`src/rtl/dlsc_dma_pkg.sv`:
```
// Shared definitions for the DMA command/response responder.
//   RESP_*        : response codes returned on axi_r_resp
//   PAGE_BYTES    : burst page size; bursts may not cross a page
//   PAGE_BITS     : log2(PAGE_BYTES)
//   beat_state_t  : beat-engine state encoding
package dlsc_dma_pkg;

    localparam logic [1:0] RESP_OKAY   = 2'b00;
    localparam logic [1:0] RESP_SLVERR = 2'b10;
    localparam logic [1:0] RESP_DECERR = 2'b11;

    localparam int PAGE_BYTES = 4096;
    localparam int PAGE_BITS  = 12;

    typedef enum logic [1:0] {
        ST_IDLE,
        ST_LOAD,
        ST_BURST
    } beat_state_t;

endpackage

```
`src/rtl/dlsc_dma_rwresponder_cmdq.sv`:
```
// Command queue for the responder: FIFO of {resp, len} with registered flags.
//   push/push_data : write one entry (caller guarantees !full)
//   pop            : advance the read pointer (caller guarantees !empty)
//   retire         : free the slot of the burst that just completed
//   head           : entry at the read pointer (combinational read)
//   full/empty     : registered flags
//   used           : entries pushed and not yet retired
// An entry stays counted against capacity from push until its burst's last
// beat is accepted, so the burst being played out by the beat engine still
// occupies a slot. This keeps "used" equal to the outstanding command count.
module dlsc_dma_rwresponder_cmdq #(
    parameter  int WIDTH = 6,
    parameter  int DEPTH = 16,
    localparam int AW    = $clog2(DEPTH)
) (
    input  logic             clk,
    input  logic             rst_n,
    input  logic             push,
    input  logic [WIDTH-1:0] push_data,
    input  logic             pop,
    input  logic             retire,
    output logic [WIDTH-1:0] head,
    output logic             full,
    output logic             empty,
    output logic [AW:0]      used
);

    logic [WIDTH-1:0] mem [DEPTH];
    logic [AW-1:0]    wr_ptr_reg;
    logic [AW-1:0]    rd_ptr_reg;
    logic [AW:0]      used_reg;
    logic [AW:0]      used_next;
    logic [AW:0]      unread_reg;
    logic [AW:0]      unread_next;
    logic             full_reg;
    logic             empty_reg;

    always_comb begin
        used_next   = used_reg + (AW+1)'(push) - (AW+1)'(retire);
        unread_next = unread_reg + (AW+1)'(push) - (AW+1)'(pop);
    end

    always_ff @(posedge clk) begin
        if (push) begin
            mem[wr_ptr_reg] <= push_data;
        end
    end

    always_ff @(posedge clk or negedge rst_n) begin
        if (!rst_n) begin
            wr_ptr_reg <= '0;
            rd_ptr_reg <= '0;
            used_reg   <= '0;
            unread_reg <= '0;
            full_reg   <= 1'b0;
            empty_reg  <= 1'b1;
        end else begin
            if (push) begin
                wr_ptr_reg <= wr_ptr_reg + AW'(1);
            end
            if (pop) begin
                rd_ptr_reg <= rd_ptr_reg + AW'(1);
            end
            used_reg   <= used_next;
            unread_reg <= unread_next;
            full_reg   <= (used_next == (AW+1)'(DEPTH));
            empty_reg  <= (unread_next == '0);
        end
    end

    assign head  = mem[rd_ptr_reg];
    assign full  = full_reg;
    assign empty = empty_reg;
    assign used  = used_reg;

endmodule

```
`src/rtl/dlsc_dma_rwresponder.sv`:
```
// Responder end of the DMA command/response interface.
//   axi_c_*     : burst command channel (addr, len = beats-1)
//   axi_r_*     : response beat channel (valid/ready, last, resp)
//   beat_en     : throttle; low holds off launching a new beat
//   inj_push    : arm injection of inj_resp for the next accepted command
//   busy        : any command outstanding
//   outstanding : commands accepted and not yet completed (0..MOT)
// The response code is decided at command accept and queued with the length;
// the beat engine replays len+1 beats per command in order.
module dlsc_dma_rwresponder
    import dlsc_dma_pkg::*;
#(
    parameter int              ADDR     = 32,
    parameter int              LEN      = 4,
    parameter int              LSB      = 2,
    parameter int              MOT      = 16,
    parameter logic [ADDR-1:0] WIN_BASE = '0,
    parameter logic [ADDR-1:0] WIN_MASK = 32'h0000_FFFF
) (
    input  logic               clk,
    input  logic               rst_n,
    output logic               axi_c_ready,
    input  logic               axi_c_valid,
    input  logic [ADDR-1:0]    axi_c_addr,
    input  logic [LEN-1:0]     axi_c_len,
    input  logic               axi_r_ready,
    output logic               axi_r_valid,
    output logic               axi_r_last,
    output logic [1:0]         axi_r_resp,
    input  logic               beat_en,
    input  logic               inj_push,
    input  logic [1:0]         inj_resp,
    output logic               busy,
    output logic [$clog2(MOT):0] outstanding
);

    // Beat-index width within a page, and a sum width one bit wider than
    // either operand so the page-cross check cannot wrap.
    localparam int PB = PAGE_BITS - LSB;
    localparam int SW = ((PB > LEN) ? PB : LEN) + 1;
    localparam int QW = 2 + LEN;

    logic          accept;
    logic [1:0]    c_resp;
    logic [SW-1:0] page_end;
    logic          page_cross;
    logic          inj_armed_reg;
    logic [1:0]    inj_resp_reg;

    logic          q_pop;
    logic          q_retire;
    logic [QW-1:0] q_head;
    logic          q_full;
    logic          q_empty;
    logic [LEN-1:0] head_len;
    logic [1:0]    head_resp;

    beat_state_t   state_reg, state_next;
    logic [LEN-1:0] cnt_reg, cnt_next;
    logic [1:0]    resp_reg, resp_next;
    logic          valid_reg, valid_next;
    logic          hs;
    logic          last_beat;

    assign axi_c_ready = !q_full;
    assign accept      = axi_c_valid && axi_c_ready;

    // Address decode at accept time.
    assign page_end   = SW'(axi_c_addr[PAGE_BITS-1:LSB]) + SW'(axi_c_len);
    assign page_cross = page_end > SW'((1 << PB) - 1);

    always_comb begin
        c_resp = RESP_OKAY;
        if ((axi_c_addr & ~WIN_MASK) != WIN_BASE) begin
            c_resp = RESP_DECERR;
        end else if (page_cross) begin
            c_resp = RESP_SLVERR;
        end else if (inj_armed_reg) begin
            c_resp = inj_resp_reg;
        end
    end

    // A push coinciding with an accept re-arms for the following command,
    // so it takes priority over the disarm.
    always_ff @(posedge clk or negedge rst_n) begin
        if (!rst_n) begin
            inj_armed_reg <= 1'b0;
            inj_resp_reg  <= RESP_OKAY;
        end else if (inj_push) begin
            inj_armed_reg <= 1'b1;
            inj_resp_reg  <= inj_resp;
        end else if (accept) begin
            inj_armed_reg <= 1'b0;
        end
    end

    dlsc_dma_rwresponder_cmdq #(
        .WIDTH (QW),
        .DEPTH (MOT)
    ) u_cmdq (
        .clk       (clk),
        .rst_n     (rst_n),
        .push      (accept),
        .push_data ({c_resp, axi_c_len}),
        .pop       (q_pop),
        .retire    (q_retire),
        .head      (q_head),
        .full      (q_full),
        .empty     (q_empty),
        .used      (outstanding)
    );

    assign head_resp = q_head[QW-1:LEN];
    assign head_len  = q_head[LEN-1:0];

    // Beat engine. cnt holds the beats remaining after the current one.
    assign hs        = valid_reg && axi_r_ready;
    assign last_beat = (cnt_reg == '0);
    assign q_retire  = hs && last_beat;

    always_comb begin
        state_next = state_reg;
        cnt_next   = cnt_reg;
        resp_next  = resp_reg;
        valid_next = valid_reg;
        q_pop      = 1'b0;
        unique case (state_reg)
            ST_IDLE: begin
                if (!q_empty) begin
                    q_pop      = 1'b1;
                    cnt_next   = head_len;
                    resp_next  = head_resp;
                    valid_next = beat_en;
                    state_next = beat_en ? ST_BURST : ST_LOAD;
                end
            end
            ST_LOAD: begin
                if (beat_en) begin
                    valid_next = 1'b1;
                    state_next = ST_BURST;
                end
            end
            ST_BURST: begin
                if (hs) begin
                    if (last_beat) begin
                        // Back-to-back reload keeps bursts gap-free.
                        if (!q_empty) begin
                            q_pop      = 1'b1;
                            cnt_next   = head_len;
                            resp_next  = head_resp;
                            valid_next = beat_en;
                            state_next = beat_en ? ST_BURST : ST_LOAD;
                        end else begin
                            valid_next = 1'b0;
                            state_next = ST_IDLE;
                        end
                    end else begin
                        cnt_next   = cnt_reg - LEN'(1);
                        valid_next = beat_en;
                    end
                end else if (!valid_reg && beat_en) begin
                    valid_next = 1'b1;
                end
            end
            default: begin
                state_next = ST_IDLE;
                valid_next = 1'b0;
            end
        endcase
    end

    always_ff @(posedge clk or negedge rst_n) begin
        if (!rst_n) begin
            state_reg <= ST_IDLE;
            cnt_reg   <= '0;
            resp_reg  <= RESP_OKAY;
            valid_reg <= 1'b0;
        end else begin
            state_reg <= state_next;
            cnt_reg   <= cnt_next;
            resp_reg  <= resp_next;
            valid_reg <= valid_next;
        end
    end

    assign axi_r_valid = valid_reg;
    assign axi_r_last  = valid_reg && last_beat;
    assign axi_r_resp  = resp_reg;
    assign busy        = (outstanding != '0);

endmodule
```
`config.mk`:
```
export PLATFORM = sky130hd
export DESIGN_NAME = dlsc_dma_rwresponder
export DESIGN_NICKNAME = d
export VERILOG_FILES = /design/src/rtl/dlsc_dma_pkg.sv /design/src/rtl/dlsc_dma_rwresponder_cmdq.sv /design/src/rtl/dlsc_dma_rwresponder.sv
export SDC_FILE = /design/constraint.sdc
export NUM_CORES = 1
export LEC_CHECK = 0
export BUFFER_PORTS_ARGS = -buffer_cell sky130_fd_sc_hd__buf_2
export CORE_MARGIN = 2
export CORE_UTILIZATION = 40
export DETAILED_ROUTE_END_ITERATION = 12
export PLACE_DENSITY = 0.63
export SYNTH_ARGS = -nofsm -noshare
export SYNTH_HDL_FRONTEND = slang
export SYNTH_SLANG_ARGS = --single-unit
```
`constraint.sdc`:
```
create_clock -name clk -period 3.1 [get_ports clk]
set_clock_uncertainty 0.15 [all_clocks]
set_input_delay 0 -clock clk [delete_from_list [all_inputs] [get_ports clk]]
set_output_delay 0 -clock clk [all_outputs]
set_load 0.02 [all_outputs]
```
==> metrics list <==
* Outcome: complete, no violations
- Worst EP required: approximately 3300 ps
* Clock-pin slew of the registers on the worst-case setup and hold paths: ~50 ps
- Entering global routing, the biggest net connects 33 pins.
- Clock tree from TritonCTS: done
* Max stage delay on crit path: 530 ps
- After floorplanning, the core was sized to cover 14000 sq um.
- Of all nets on the critical path, the largest fanout is 4.
* DRC errors left: 0
* Pre-Repair DR Iteration Count: 4
* Critical path, cell by cell: inv_2 > ha_4 > or3b_4 > nor2_4 > ha_4 > inv_2 > ha_4 > inv_2 > fa_2 > inv_2 > or3_4 > nor4b_4
- For this design the ratio of total power to cell area is about 930 nW/um^2.
* # diodes: 0
* Die height: ~120 um
- At the end of the flow the core is filled with cells to 0.497.
- The final hold violation count came to 0.
- In this run the worst hold path is classified as input port to async pin.
- After detailed routing, the average wire length per cell comes to 18.2 um.
- The die covers 15400 sq um.
- In this run the worst setup path begins at cnt_reg[1].
* Final WS setup: approximately 90 ps
* Setup TNS: 0 ps
* Slew Viols, Final: 0
- The most numerous cell type found on the critical path is inv_2.
* Latest clock arrival within the worst-skew pair: 410 ps
* Number of flip-flops in the largest register: 96
- The smallest clock period supported by the final layout is computed as about 3000 ps.
* Buffering stage count on the worst path with inverters included: 4
- Once detail routing completed, the nets flagged for antenna violations numbered 0.
* Via count of the first global-routing pass: between 3000 and 4000
* Power after layout: ~6.5 mW
- Post-route fraction of the period consumed by the critical path: 0.971
* Global-route usage over all layers: 0.163
* Maximum capacitance violations: 0
* Data arrival time of the critical path: approximately 3200 ps
* Critical setup path kind: register to register
- For this design the top-level I/O count stands at 55.
* Final Routed Wirelength: approximately 11 mm
- For the pin with the worst max-slew slack, the measured transition is about 730 ps.
- EDFF count, synth: between 90 and 100
- During synthesis, Yosys emitted a total of 0 warnings.
* H-tree depth: 4
* Final Instance Area: 6960 sq um
- The netlist uses 55 different library cells.
* Max transition margin: 0.517
* Clock Sinks: approximately 130
- Before CTS, the worst setup slack after placement is -114 ps.
- The finished layout holds 618 standard cells, fillers aside.
- Reg-to-reg startpoint: cnt_reg[1]
- Die width: around 120 um
- Top library cells by usage in the layout, fill and taps aside: edfxtp_1, buf_2, dfrtp_1
- HPWL after detailed placement: ~7.6 mm
* Leakage Power: between 2 and 3 nW
- Congestion Overflow GR: 0
- Category of cells accounting for the largest share of critical-path delay: simple AND/OR/NAND/NOR gates
- The area growth from synthesis to layout is 21.0%.
* Worst vdd ir: roughly 0.47 mV
- The first global-routing pass estimated ~18 mm of wire.
- STA classifies the critical path startpoint as a register.
- In this run the core area contains between 40 and 50 standard-cell rows.
* Maximum count of clock buffers along a single path: 2
* Average cell area after synthesis: around 16 sq um
- Share of synthesized flip-flops with an asynchronous set or reset: 0.250
- Sequential area share after synthesis: 0.641
- After the first detailed-routing iteration, the DRC count stood at approximately 210.
- Post-CTS Setup Inserts: 0
- Final net count: just under 500
- The library cell used most frequently in the layout, excluding fill and tap cells, is edfxtp_1.
- The number of placed instances, taps included, is 575.
* Starting density of the core: 0.411
* Primary flip-flop cell chosen by synthesis mapping: edfxtp_1
* Antenna violations before repair: 0
- Hold slack: between 30 and 40 ps
* Layout cell share with drive strength beyond 1: 0.285
- Critical-path cell with the highest stage delay: fa_2
* Number of failing setup endpoints in the final timing report: 0
* RSZ-0062 raised after global routing: true
- DP Area: slightly above 6000 sq um
- Maximum operating frequency: roughly 330 MHz
- In the routed layout, each cell is associated on average with a via count of between 5 and 6.
* IO buf count: between 40 and 50
- Clock tree root buffer cell: clkbuf_16
* Cell area after technology mapping: 5750 sq um
- Synthesis produced a netlist whose cell count is between 300 and 400.
- In this run, CTS created clock tree buffers numbering 17.
* Total via count after detailed routing: about 3200
- Number of synthesized register bits: between 100 and 150
- The congestion estimate from routability-driven global placement came to roughly 0.78.
- Net count of the mapped netlist: 420
- Type of element capturing the critical path: register
-- final timing paths --
kind,to,cells after the start,slack [ps]
worst min register to register,axi_r_resp[0],1,350
worst max register to register,u_cmdq.full,12,90
worst max-delay path,u_cmdq.full,12,90
min in group clk,u_cmdq.mem[0][4],4,130
worst min-delay path,u_cmdq.unread_reg[1],2,30
max in group asynchronous,axi_r_resp[1],2,2300
-- cell type report --
class	count	area, sq um
Clock buffer	19	433
Clock inverter	11	116
Fill cell	1176	7030
Inverter	25	93.8
Multi-Input combinational cell	188	1990
Sequential cell	128	3680
Tap cell	180	225
Timing Repair Buffer	67	415
-- metal layers --
layer  GRT usage  vias up  wire, um
li1            -     1505         -
met1       0.207     1668      5120
met2       0.269       45      5600
met3      0.0389        8       369
met4      0.0660        0       135
met5           0        -         0
-- cell families (layout without fill, tap and decap cells) --
| logic type | after synthesis | count (layout) | share of synthesized area |
|---|---|---|---|
| compound gates | 38 | 38 | 0.0446 |
| xor+xnor | 13 | 13 | 0.0198 |
| fa+ha+maj | 24 | 24 | 0.0561 |
| buf+inv | 36 | 122 | 0.0300 |
| flops | 128 | 128 | 0.641 |
| mux | 44 | 44 | 0.140 |
| simple gates | 69 | 69 | 0.0692 |
-- Yosys cell counts, types with 3 or more instances --
library cell  count  share of area
a21o_1            5         0.0065
a21oi_1          11         0.0096
and2_1           17          0.018
buf_2             5         0.0043
dfrtp_1          31           0.13
edfxtp_1         96           0.50
fa_1              3          0.010
ha_1             21          0.046
inv_1            24          0.016
mux2_2            7          0.014
mux2i_1          12          0.021
mux4_1           11          0.050
mux4_2           14          0.055
nand2_1           9         0.0059
nand2b_1          6         0.0065
nand4_1           3         0.0033
nor2_1            7         0.0046
nor3_1            6         0.0052
nor4_1            4         0.0043
o21a_1            3         0.0039
o21ai_0           4         0.0035
or3_1             4         0.0043
xnor2_1           9          0.014
xor2_1            4         0.0061
-- repair_timing --
item                                    CTS  global route
endpoints found under the setup margin    1             2
pin swaps                                 0             7
resized for setup                         3            21
hold buffers                             13             0
endpoints found under the hold margin   103             0
-- where the power goes --
part | internal [mW] | switching, mW | total, mW
combinational | 1.04 | 1.16 | 2.21
clock | 1.16 | 0.692 | 1.86
sequential | 2.18 | 0.242 | 2.42
total | 4.38 | 2.10 | 6.48
Note: power is estimated with default switching activity, not from simulation.
